### src/rtl/jcr_pkg.sv
// Shared definitions for the jacaranda PC/flag/interrupt sequencer.
// Default widths, the NONE level helper and the return-stack entry.
package jcr_pkg;

    localparam int PC_W_DEF    = 8;
    localparam int NUM_IRQ_DEF = 4;

    // Stack entries are stored at these widths and sized down by the user.
    localparam int PC_MAX_W  = 32;
    localparam int LVL_MAX_W = 8;

    typedef struct packed {
        logic [PC_MAX_W-1:0]  pc;
        logic                 flag;
        logic [LVL_MAX_W-1:0] level;
    } stack_entry_t;

    // "No interrupt active" sits one past the lowest-priority line.
    function automatic int level_none(input int num_irq);
        return num_irq;
    endfunction

    function automatic int clog2_min1(input int n);
        return (n > 1) ? $clog2(n) : 1;
    endfunction

endpackage

### src/rtl/irq_prio_enc.sv
// Fixed-priority encoder: index 0 is the highest priority.
// Reports whether any line is set and the index of the winner.
module irq_prio_enc #(
    parameter int N     = 4,
    parameter int IDX_W = 3
) (
    input  logic [N-1:0]     req_i,
    output logic             valid_o,
    output logic [IDX_W-1:0] idx_o
);

    // Scan from the lowest priority up so the lowest set index wins.
    always_comb begin
        valid_o = 1'b0;
        idx_o   = '0;
        for (int i = N - 1; i >= 0; i--) begin
            if (req_i[i]) begin
                valid_o = 1'b1;
                idx_o   = IDX_W'(i);
            end
        end
    end

endmodule

### src/rtl/pc_sequencer.sv
// Program counter, condition flag and nested prioritised interrupt
// sequencer with a register-array return stack.
module pc_sequencer
    import jcr_pkg::*;
#(
    parameter int PC_W        = PC_W_DEF,
    parameter int NUM_IRQ     = NUM_IRQ_DEF,
    parameter int STACK_DEPTH = 4,
    parameter int VEC_STRIDE  = 4
) (
    input  logic                             clock,
    input  logic                             reset,
    input  logic                             hold,
    input  logic                             jmp_en,
    input  logic                             je_en,
    input  logic                             ret,
    input  logic                             flag_w_en,
    input  logic                             alu_flag,
    input  logic [PC_W-1:0]                  target,
    input  logic [NUM_IRQ-1:0]               irq_req,
    input  logic [NUM_IRQ-1:0]               irq_en,
    input  logic [PC_W-1:0]                  vec_base,
    output logic [PC_W-1:0]                  pc,
    output logic                             flag,
    output logic                             in_isr,
    output logic [NUM_IRQ-1:0]               irq_ack,
    output logic [$clog2(STACK_DEPTH+1)-1:0] depth,
    output logic                             err_underflow
);

    localparam int LVL_W = $clog2(NUM_IRQ + 1);
    localparam int DEP_W = $clog2(STACK_DEPTH + 1);
    localparam int SP_W  = clog2_min1(STACK_DEPTH);

    localparam logic [LVL_W-1:0] LVL_NONE = LVL_W'(level_none(NUM_IRQ));
    localparam logic [DEP_W-1:0] DEP_FULL = DEP_W'(STACK_DEPTH);

    logic [PC_W-1:0]    pc_q, pc_d;
    logic               flag_q, flag_d;
    logic [LVL_W-1:0]   lvl_q, lvl_d;
    logic [DEP_W-1:0]   depth_q, depth_d;
    logic [NUM_IRQ-1:0] ack_q, ack_d;
    logic               err_q, err_d;

    stack_entry_t stack_q [STACK_DEPTH];

    logic [PC_W-1:0]  nxt_pc;
    logic             nxt_flag;
    logic             win_v;
    logic [LVL_W-1:0] win_idx;
    logic             take;
    logic [PC_W-1:0]  vec_pc;
    logic [SP_W-1:0]  push_idx;
    logic [SP_W-1:0]  pop_idx;
    logic             push_en;
    stack_entry_t     push_e;
    stack_entry_t     pop_e;
    logic             unused_pop_bits;

    irq_prio_enc #(
        .N     (NUM_IRQ),
        .IDX_W (LVL_W)
    ) u_enc (
        .req_i   (irq_req & irq_en),
        .valid_o (win_v),
        .idx_o   (win_idx)
    );

    // Straight-line sequencing: jump, taken branch, or fall through.
    always_comb begin
        nxt_pc = pc_q + PC_W'(1);
        if (jmp_en || (je_en && flag_q)) begin
            nxt_pc = target;
        end
        nxt_flag = flag_q;
        if (je_en) begin
            nxt_flag = 1'b0;
        end else if (flag_w_en) begin
            nxt_flag = alu_flag;
        end
    end

    assign take = !hold && !ret && win_v
                  && (win_idx < lvl_q)
                  && (depth_q < DEP_FULL);

    assign vec_pc = vec_base
                    + PC_W'(VEC_STRIDE) * PC_W'(win_idx);

    assign push_idx = SP_W'(depth_q);
    assign pop_idx  = SP_W'(depth_q - DEP_W'(1));
    assign pop_e    = stack_q[pop_idx];

    // Only the low bits of a stored entry are meaningful here.
    assign unused_pop_bits = ^pop_e;

    // Next state: hold, return, interrupt entry or normal flow.
    always_comb begin
        pc_d    = pc_q;
        flag_d  = flag_q;
        lvl_d   = lvl_q;
        depth_d = depth_q;
        err_d   = err_q;
        ack_d   = '0;
        push_en = 1'b0;
        push_e  = '0;
        if (hold) begin
            ack_d = '0;
        end else if (ret && (depth_q != '0)) begin
            pc_d    = PC_W'(pop_e.pc);
            flag_d  = pop_e.flag;
            lvl_d   = LVL_W'(pop_e.level);
            depth_d = depth_q - DEP_W'(1);
        end else if (ret) begin
            pc_d  = pc_q + PC_W'(1);
            err_d = 1'b1;
        end else if (take) begin
            push_en      = 1'b1;
            push_e.pc    = PC_MAX_W'(nxt_pc);
            push_e.flag  = nxt_flag;
            push_e.level = LVL_MAX_W'(lvl_q);
            pc_d         = vec_pc;
            flag_d       = nxt_flag;
            lvl_d        = win_idx;
            depth_d      = depth_q + DEP_W'(1);
            ack_d        = NUM_IRQ'(1) << win_idx;
        end else begin
            pc_d   = nxt_pc;
            flag_d = nxt_flag;
        end
    end

    // Architectural state registers.
    always_ff @(posedge clock) begin
        if (reset) begin
            pc_q    <= '0;
            flag_q  <= 1'b0;
            lvl_q   <= LVL_NONE;
            depth_q <= '0;
            ack_q   <= '0;
            err_q   <= 1'b0;
        end else begin
            pc_q    <= pc_d;
            flag_q  <= flag_d;
            lvl_q   <= lvl_d;
            depth_q <= depth_d;
            ack_q   <= ack_d;
            err_q   <= err_d;
        end
    end

    // Return stack: entry written at the current depth on entry.
    always_ff @(posedge clock) begin
        if (!reset && push_en) begin
            stack_q[push_idx] <= push_e;
        end
    end

    assign pc            = pc_q;
    assign flag          = flag_q;
    assign depth         = depth_q;
    assign in_isr        = (depth_q != '0);
    assign irq_ack       = ack_q;
    assign err_underflow = err_q;

endmodule
### config.mk
export PLATFORM = sky130hd
export DESIGN_NAME = pc_sequencer
export DESIGN_NICKNAME = d
export VERILOG_FILES = /design/src/rtl/jcr_pkg.sv /design/src/rtl/irq_prio_enc.sv /design/src/rtl/pc_sequencer.sv
export SDC_FILE = /design/constraint.sdc
export NUM_CORES = 1
export LEC_CHECK = 0
export BUFFER_PORTS_ARGS = -buffer_cell sky130_fd_sc_hd__buf_2
export CAP_MARGIN = 20
export CORE_MARGIN = 1.5
export CORE_UTILIZATION = 55
export CTS_CLUSTER_DIAMETER = 150
export CTS_CLUSTER_SIZE = 12
export DETAILED_ROUTE_END_ITERATION = 8
export PLACE_DENSITY = 0.77
export SLEW_MARGIN = 20
export SYNTH_ARGS = -nofsm -noshare
export SYNTH_HDL_FRONTEND = slang
export SYNTH_HIERARCHICAL = 1
export SYNTH_SLANG_ARGS = --single-unit
### constraint.sdc
create_clock -name clock -period 4.2 [get_ports clock]
set_input_delay 0.42 -clock clock [delete_from_list [all_inputs] [get_ports clock]]
set_output_delay 0.42 -clock clock [all_outputs]
set_load 0.01 [all_outputs]
==> run metrics, run 1 <==
Pleak 1.470 nW; power share of the sequential group 0.479; hold path depth 4; peak supply drop 0.3123 mV; startpoint types input pin; worst path cell trace buf_2 > and2_1 > nor3_1 > ha_1 > o211ai_2 > nand2_4 > nor2_1 > and2_1; area delta synth->final 14.64%; # Post-CTS Setup Buffers 0; Clock power frac 0.361; Max Cap Viol 0; Critical Path RT approximately 4200 ps; RSZ-0062 raised after global routing no; CTS Buf Count 9; Critical Path Sink Type register; critical path's most frequent cell and2_1; ys flop type edfxtp_1; register area share after synthesis 0.5416; crit path launch irq_req[0]; status finished clean; DRT iter0 DRCs 196; Setup Total Neg Slack 0 ps; CTS sink cnt 68; count of final setup violators 0; Arr. time, crit path between 2000 and 3000 ps; min-delay src vec_base[5]; Placed Cells 389; layout cells sized above 1 0.2697; Worst Tran Pin Value 663.8 ps; R2R depth 6; first-pass GRT wire length 12250 µm; Longest Clk Path Bufs 2; total grt overflow 0; Final Max Tran Viols 0; Tot GR Track Use 0.2540; crit-path max FO 18; worst r2r src depth[0]; core area 5956 µm²; GPL Wtd Cong 0.9054; Hold Crit Class in -> reg; later-pin clock latency in the skew report around 350 ps; crit path buf inv count 1; H-tree depth 3; die width around 82 µm; Root Buffer Master clkbuf_8; row cnt 28; detailed placement HPWL 5627 µm; final non-filler cell total 405; Cell Pwr Density 401.0 nW/µm²; ys async rst share 0; Worst R2R Setup Slack 1560 ps; I/O pin total 50; Residual DRC 0; post-CTS sizing 0; Avg Cell Area, Syn 12.32 µm²; Initial Util 0.5710; cts hold-fix bufs 0; Routed WL a little under 8000 µm; Diodes inserted 0; final hold vios 0; fin crit share 0.6630; Worst Hold End pc[5]; Fmax 0.3591 GHz; post-synthesis net count 320; Antenna Violating Nets Remaining 0; fin util 0.6546; family with the most delay on the worst path simple AND/OR/NAND/NOR gates; CTS tree built; min Tclk post-route between 2000 and 3000 ps; die area 6664 µm²; vias per cell 6.128; R2R Path End pc[3]; Hold WS ~420 ps; Yosys reg bits a little under 70; Final nets 369; Slew Limit Headroom 0.5575; die span in y just over 80 µm; Yosys warnings 6; Logic pwr share 0.160; Slowest-stage cell, CP and2_1; CP peak stage delay 560 ps; Setup Skew around 8.4 ps; WL per Instance 19.20 µm; Int Pwr 1.118 mW; Mapped Cells 276; switching power 0.4452 mW; type of the worst setup path in -> reg; WP depth 8; Sw Ratio 0.2848; port bufs ~50; First-pass DRT Iterations 5; Synth cell types 50; number of synthesized flops with an enable pin 48; pin count of the biggest net entering global routing 22; Reg clk slew, reported paths 80 ps; vias in the first global route 2305; via count 2482; initial antenna violation count 0; Mapped Area between 3000 and 4000 µm²
## logic make-up after synthesis
logic type / share of synthesized area
AO/OA/AOI/OAI: 0.1203
XOR/XNOR: 0.02576
adder cells (fa/ha/maj): 0.04636
buffers and inverters: 0.03385
flip-flops: 0.5416
multiplexers: 0.09713
other: 0.001103
AND/OR/NAND/NOR: 0.1339
## worst reg2reg max path: cells and delay by family (launching register included)
family	cells	cell delay (ps)
DFF	1	320
buffers and inverters	2	450
muxes	1	420
AOI/OAI and AO/OA	2	650
adders and majority gates	1	680
## how the worst max path moves through the flow
stage	end	slack, ps
6_report	stack_q[0][12]	1420
5_1_grt	stack_q[0][12]	1210
4_1_cts	stack_q[0][16]	1420
3_5_place_dp	stack_q[0][10]	1050
3_3_place_gp	stack_q[0][10]	1200
2_1_floorplan	stack_q[0][0]	1460
## cell type report
cell class,instances,area (µm²)
clock buffer,9,123.9
tap,75,93.84
clock inverter,7,82.58
multi-input combinational,180,1444
inverter,16,60.06
sequential,68,1842
timing repair buffer,50,252.7
fill,472,2057
## power by group through the flow
stage               registers (mW)  logic (mW)  clock network (mW)
floorplan                    0.765       0.169                   0
global placement             0.763       0.242                   0
detailed placement           0.763       0.247                   0
CTS                          0.748       0.248               0.566
global route                 0.751       0.275               0.594
finish                       0.748       0.250               0.565
## cells in the final DEF, fill, tap and decap left out, drive strengths merged, types with 5 or more instances in the layout
cell type	Yosys	routed
xnor2	9	9
nor3	14	14
a211oi	7	7
clkbuf	6	9
inv	16	19
nand3	5	5
a21oi	12	12
dfxtp	20	20
and2	10	10
ha	11	11
mux4	12	12
nor2	29	29
buf	6	50
a221oi	7	7
edfxtp	48	48
nand2b	5	5
nand2	7	7
o21ai	5	5
mux2i	6	6
## registers in the layout (all words and copies together) (netlist names)
register and count:
stack_q 48, pc 8, irq_ack 4, depth 3, lvl_q 3, err_underflow 1, flag 1
## layer usage
layer  share of wire  vias up  track usage
met5               0        -            0
met4           0.020        0       0.1034
met3           0.059       11      0.03889
met2            0.45      118       0.3810
met1            0.48     1208       0.3719
li1                -     1145            -
## synthesized netlist by cell type, types with 3 or more instances
| cell | count | area, µm² |
|---|---|---|
| nand2_1 | 6 | 22.52 |
| nor2b_1 | 4 | 25.02 |
| edfxtp_1 | 48 | 1441 |
| and2_1 | 10 | 62.56 |
| a21oi_2 | 3 | 26.28 |
| o22ai_1 | 3 | 18.77 |
| a221oi_1 | 7 | 61.31 |
| nor2_1 | 29 | 108.9 |
| nand3_1 | 5 | 25.02 |
| buf_2 | 5 | 25.02 |
| mux2i_1 | 6 | 60.06 |
| a21oi_1 | 9 | 45.04 |
| nand2b_1 | 5 | 31.28 |
| clkbuf_1 | 6 | 22.52 |
| mux4_2 | 12 | 270.3 |
| a211oi_1 | 7 | 52.55 |
| and3_1 | 3 | 18.77 |
| a311oi_1 | 3 | 26.28 |
| xnor2_1 | 9 | 78.83 |
| ha_1 | 11 | 137.6 |
| inv_1 | 16 | 60.06 |
| nor3_1 | 14 | 70.07 |
| o21ai_0 | 4 | 20.02 |
| dfxtp_1 | 20 | 400.4 |
## metrics by stage
| step | worst slack (ps) | cell area (µm²) | power, mW |
|---|---|---|---|
| 2_1_floorplan | 1464 | 3401 | 0.9347 |
| 3_3_place_gp | 1199 | 3692 | 1.005 |
| 3_5_place_dp | 1054 | 3692 | 1.010 |
| 4_1_cts | 1421 | 3899 | 1.562 |
| 5_1_grt | 1212 | 3899 | 1.620 |
| 6_report | 1415 | 3899 | 1.563 |
(Power assumes the default switching activity.)
==> run 2, diff against run 1 <==
- CORE_UTILIZATION: 55 -> 51
- PLACE_DENSITY: 0.77 -> 0.75
- clock period: 4.2 -> 2.41 ns (I/O delays scaled with it)
==> run 2 against run 1 <==
Net effect: global-route usage down 1.6 points; non-clock buffer count up 15; wire length up 1.3%; cell area up 3.2%.
==> run metrics, run 2 (synthesis gave the netlist of run 1 again) <==
status finished clean; GPL Wtd Cong 0.8833; Fmax ~0.47 GHz; Critical Path Sink Type register; RSZ-0062 raised after global routing no; CTS Buf Count 9; Hold Crit Class in -> reg; post-CTS sizing 0; number of fill cells 506; Antenna Violating Nets Remaining 0; H-tree depth 3; core area 6386 µm²; Reg with most FFs stack_q; DRT iter0 DRCs 322; Slew Limit Headroom 0.5879; max reg flops between 40 and 50; Post-DP Area about 3800 µm²; Residual DRC 0; peak supply drop about 0.63 mV; total power 2.750 mW; family with the most delay on the worst path compound AO/OA/AOI/OAI gates; pin count of the biggest net entering global routing 22; CTS tree built; Pleak 1.553 nW; area delta synth->final 18.29%; Longest Clk Path Bufs 2; R2R depth 7; crit-path max FO 7; min Tclk post-route 2119 ps; initial antenna violation count 0; commonest non-fill, non-tap cell in the layout buf_2; Diodes inserted 0; Cell Pwr Density 683.6 nW/µm²; Final Max Tran Viols 0; WP depth 7; Worst Tran Pin Value 615.9 ps; row cnt 29; layout cells sized above 1 0.3159; CTS sink cnt 68; fin crit share 0.8791; vias per cell 5.818; die span in y 84.66 µm; count of final setup violators 0; First-pass DRT Iterations 4; Critical Path RT roughly 2700 ps; port bufs 49; Reg clk slew, reported paths 90 ps; Max Cap Viol 0; Final nets 384; Slowest-stage cell, CP ha_1; Routed WL between 7000 and 8000 µm; Finished Cell Area 4023 µm²; startpoint types register; Setup Skew 17.38 ps; vias in the first global route 2412; Arr. time, crit path 2370 ps; total grt overflow 0; via count 2455; die area 7167 µm²; CP peak stage delay 480 ps; first-pass GRT wire length 12900 µm; Root Buffer Master clkbuf_8; type of the worst setup path reg -> reg; crit path buf inv count 2; cts hold-fix bufs 0; hold path depth 3; final hold vios 0; final non-filler cell total ~420; later-pin clock latency in the skew report between 300 and 400 ps; worst path cell trace inv_1 > ha_1 > buf_4 > mux4_2 > a21oi_1 > o221ai_1 > o21a_1; die width 84.66 µm; WL per Instance 18.67 µm; Placed Cells between 400 and 500; I/O pin total 50; Initial Util 0.5325; detailed placement HPWL 5935 µm; commonest cells after routing, fill and taps aside buf_2 (49), edfxtp_1 (48), nor2_1 (29); Tot GR Track Use 0.2377; # Post-CTS Setup Buffers 0
==> run 2: cell count changes in the layout (fill, tap and decap cells not counted) <==
cell        delta
buf_4         +15
and2_1         -4
and2_2         +4
inv_6          +2
clkinvlp_4     -1
inv_8          -1
nor3_1         -1
nor3_2         +1
==> run 2: routing by layer <==
| metal | routed length (µm) | global-route usage | up-vias |
|---|---|---|---|
| li1 | - | - | 1175 |
| met1 | 3810 | 0.3524 | 1168 |
| met2 | 3440 | 0.3420 | 104 |
| met3 | 531 | 0.05998 | 8 |
| met4 | 95 | 0.08211 | 0 |
| met5 | 0 | 0 | - |
==> run 2: final timing paths <==
path                 start            end  slack [ps]
max               depth[1]          pc[7]         290
min            vec_base[0]          pc[0]         240
max reg2reg       depth[1]          pc[7]         290
min reg2reg  err_underflow  err_underflow         480
==> run 2: worst min-delay path, stage by stage <==
cell and delay [ps]:
buf_2 90, o21ai_0 140, a221oi_1 70
==> run 2: report_power, final <==
| part | internal (mW) | leakage (nW) | switching, mW |
|---|---|---|---|
| clock network | 0.494 | 0.101 | 0.485 |
| logic | 0.203 | 0.847 | 0.262 |
| registers | 1.28 | 0.605 | 0.0293 |
==> run 2: final cells by class <==
| class | count | area, µm² | area share |
|---|---|---|---|
| Clock buffer | 9 | 123.9 | 0.03079 |
| Timing Repair Buffer | 65 | 365.4 | 0.09082 |
| Sequential cell | 68 | 1842 | 0.4579 |
| Tap cell | 77 | 96.34 | 0.02395 |
| Multi-Input combinational cell | 180 | 1454 | 0.3614 |
| Clock inverter | 7 | 81.33 | 0.02022 |
| Inverter | 16 | 60.06 | 0.01493 |
==> run 2: per-stage QoR <==
step	setup TNS (ps)	setup slack (ps)	hold slack [ps]	utilization
after global placement	0	11.05	446.9	0.5978
final	0	291.3	243.8	0.6299
after CTS	0	288.9	238.3	0.6299
after floorplan	0	14.81	436.0	-
after global routing	0	89.87	275.3	0.6299
after detailed placement	-341.5	-31.69	462.0	0.5978
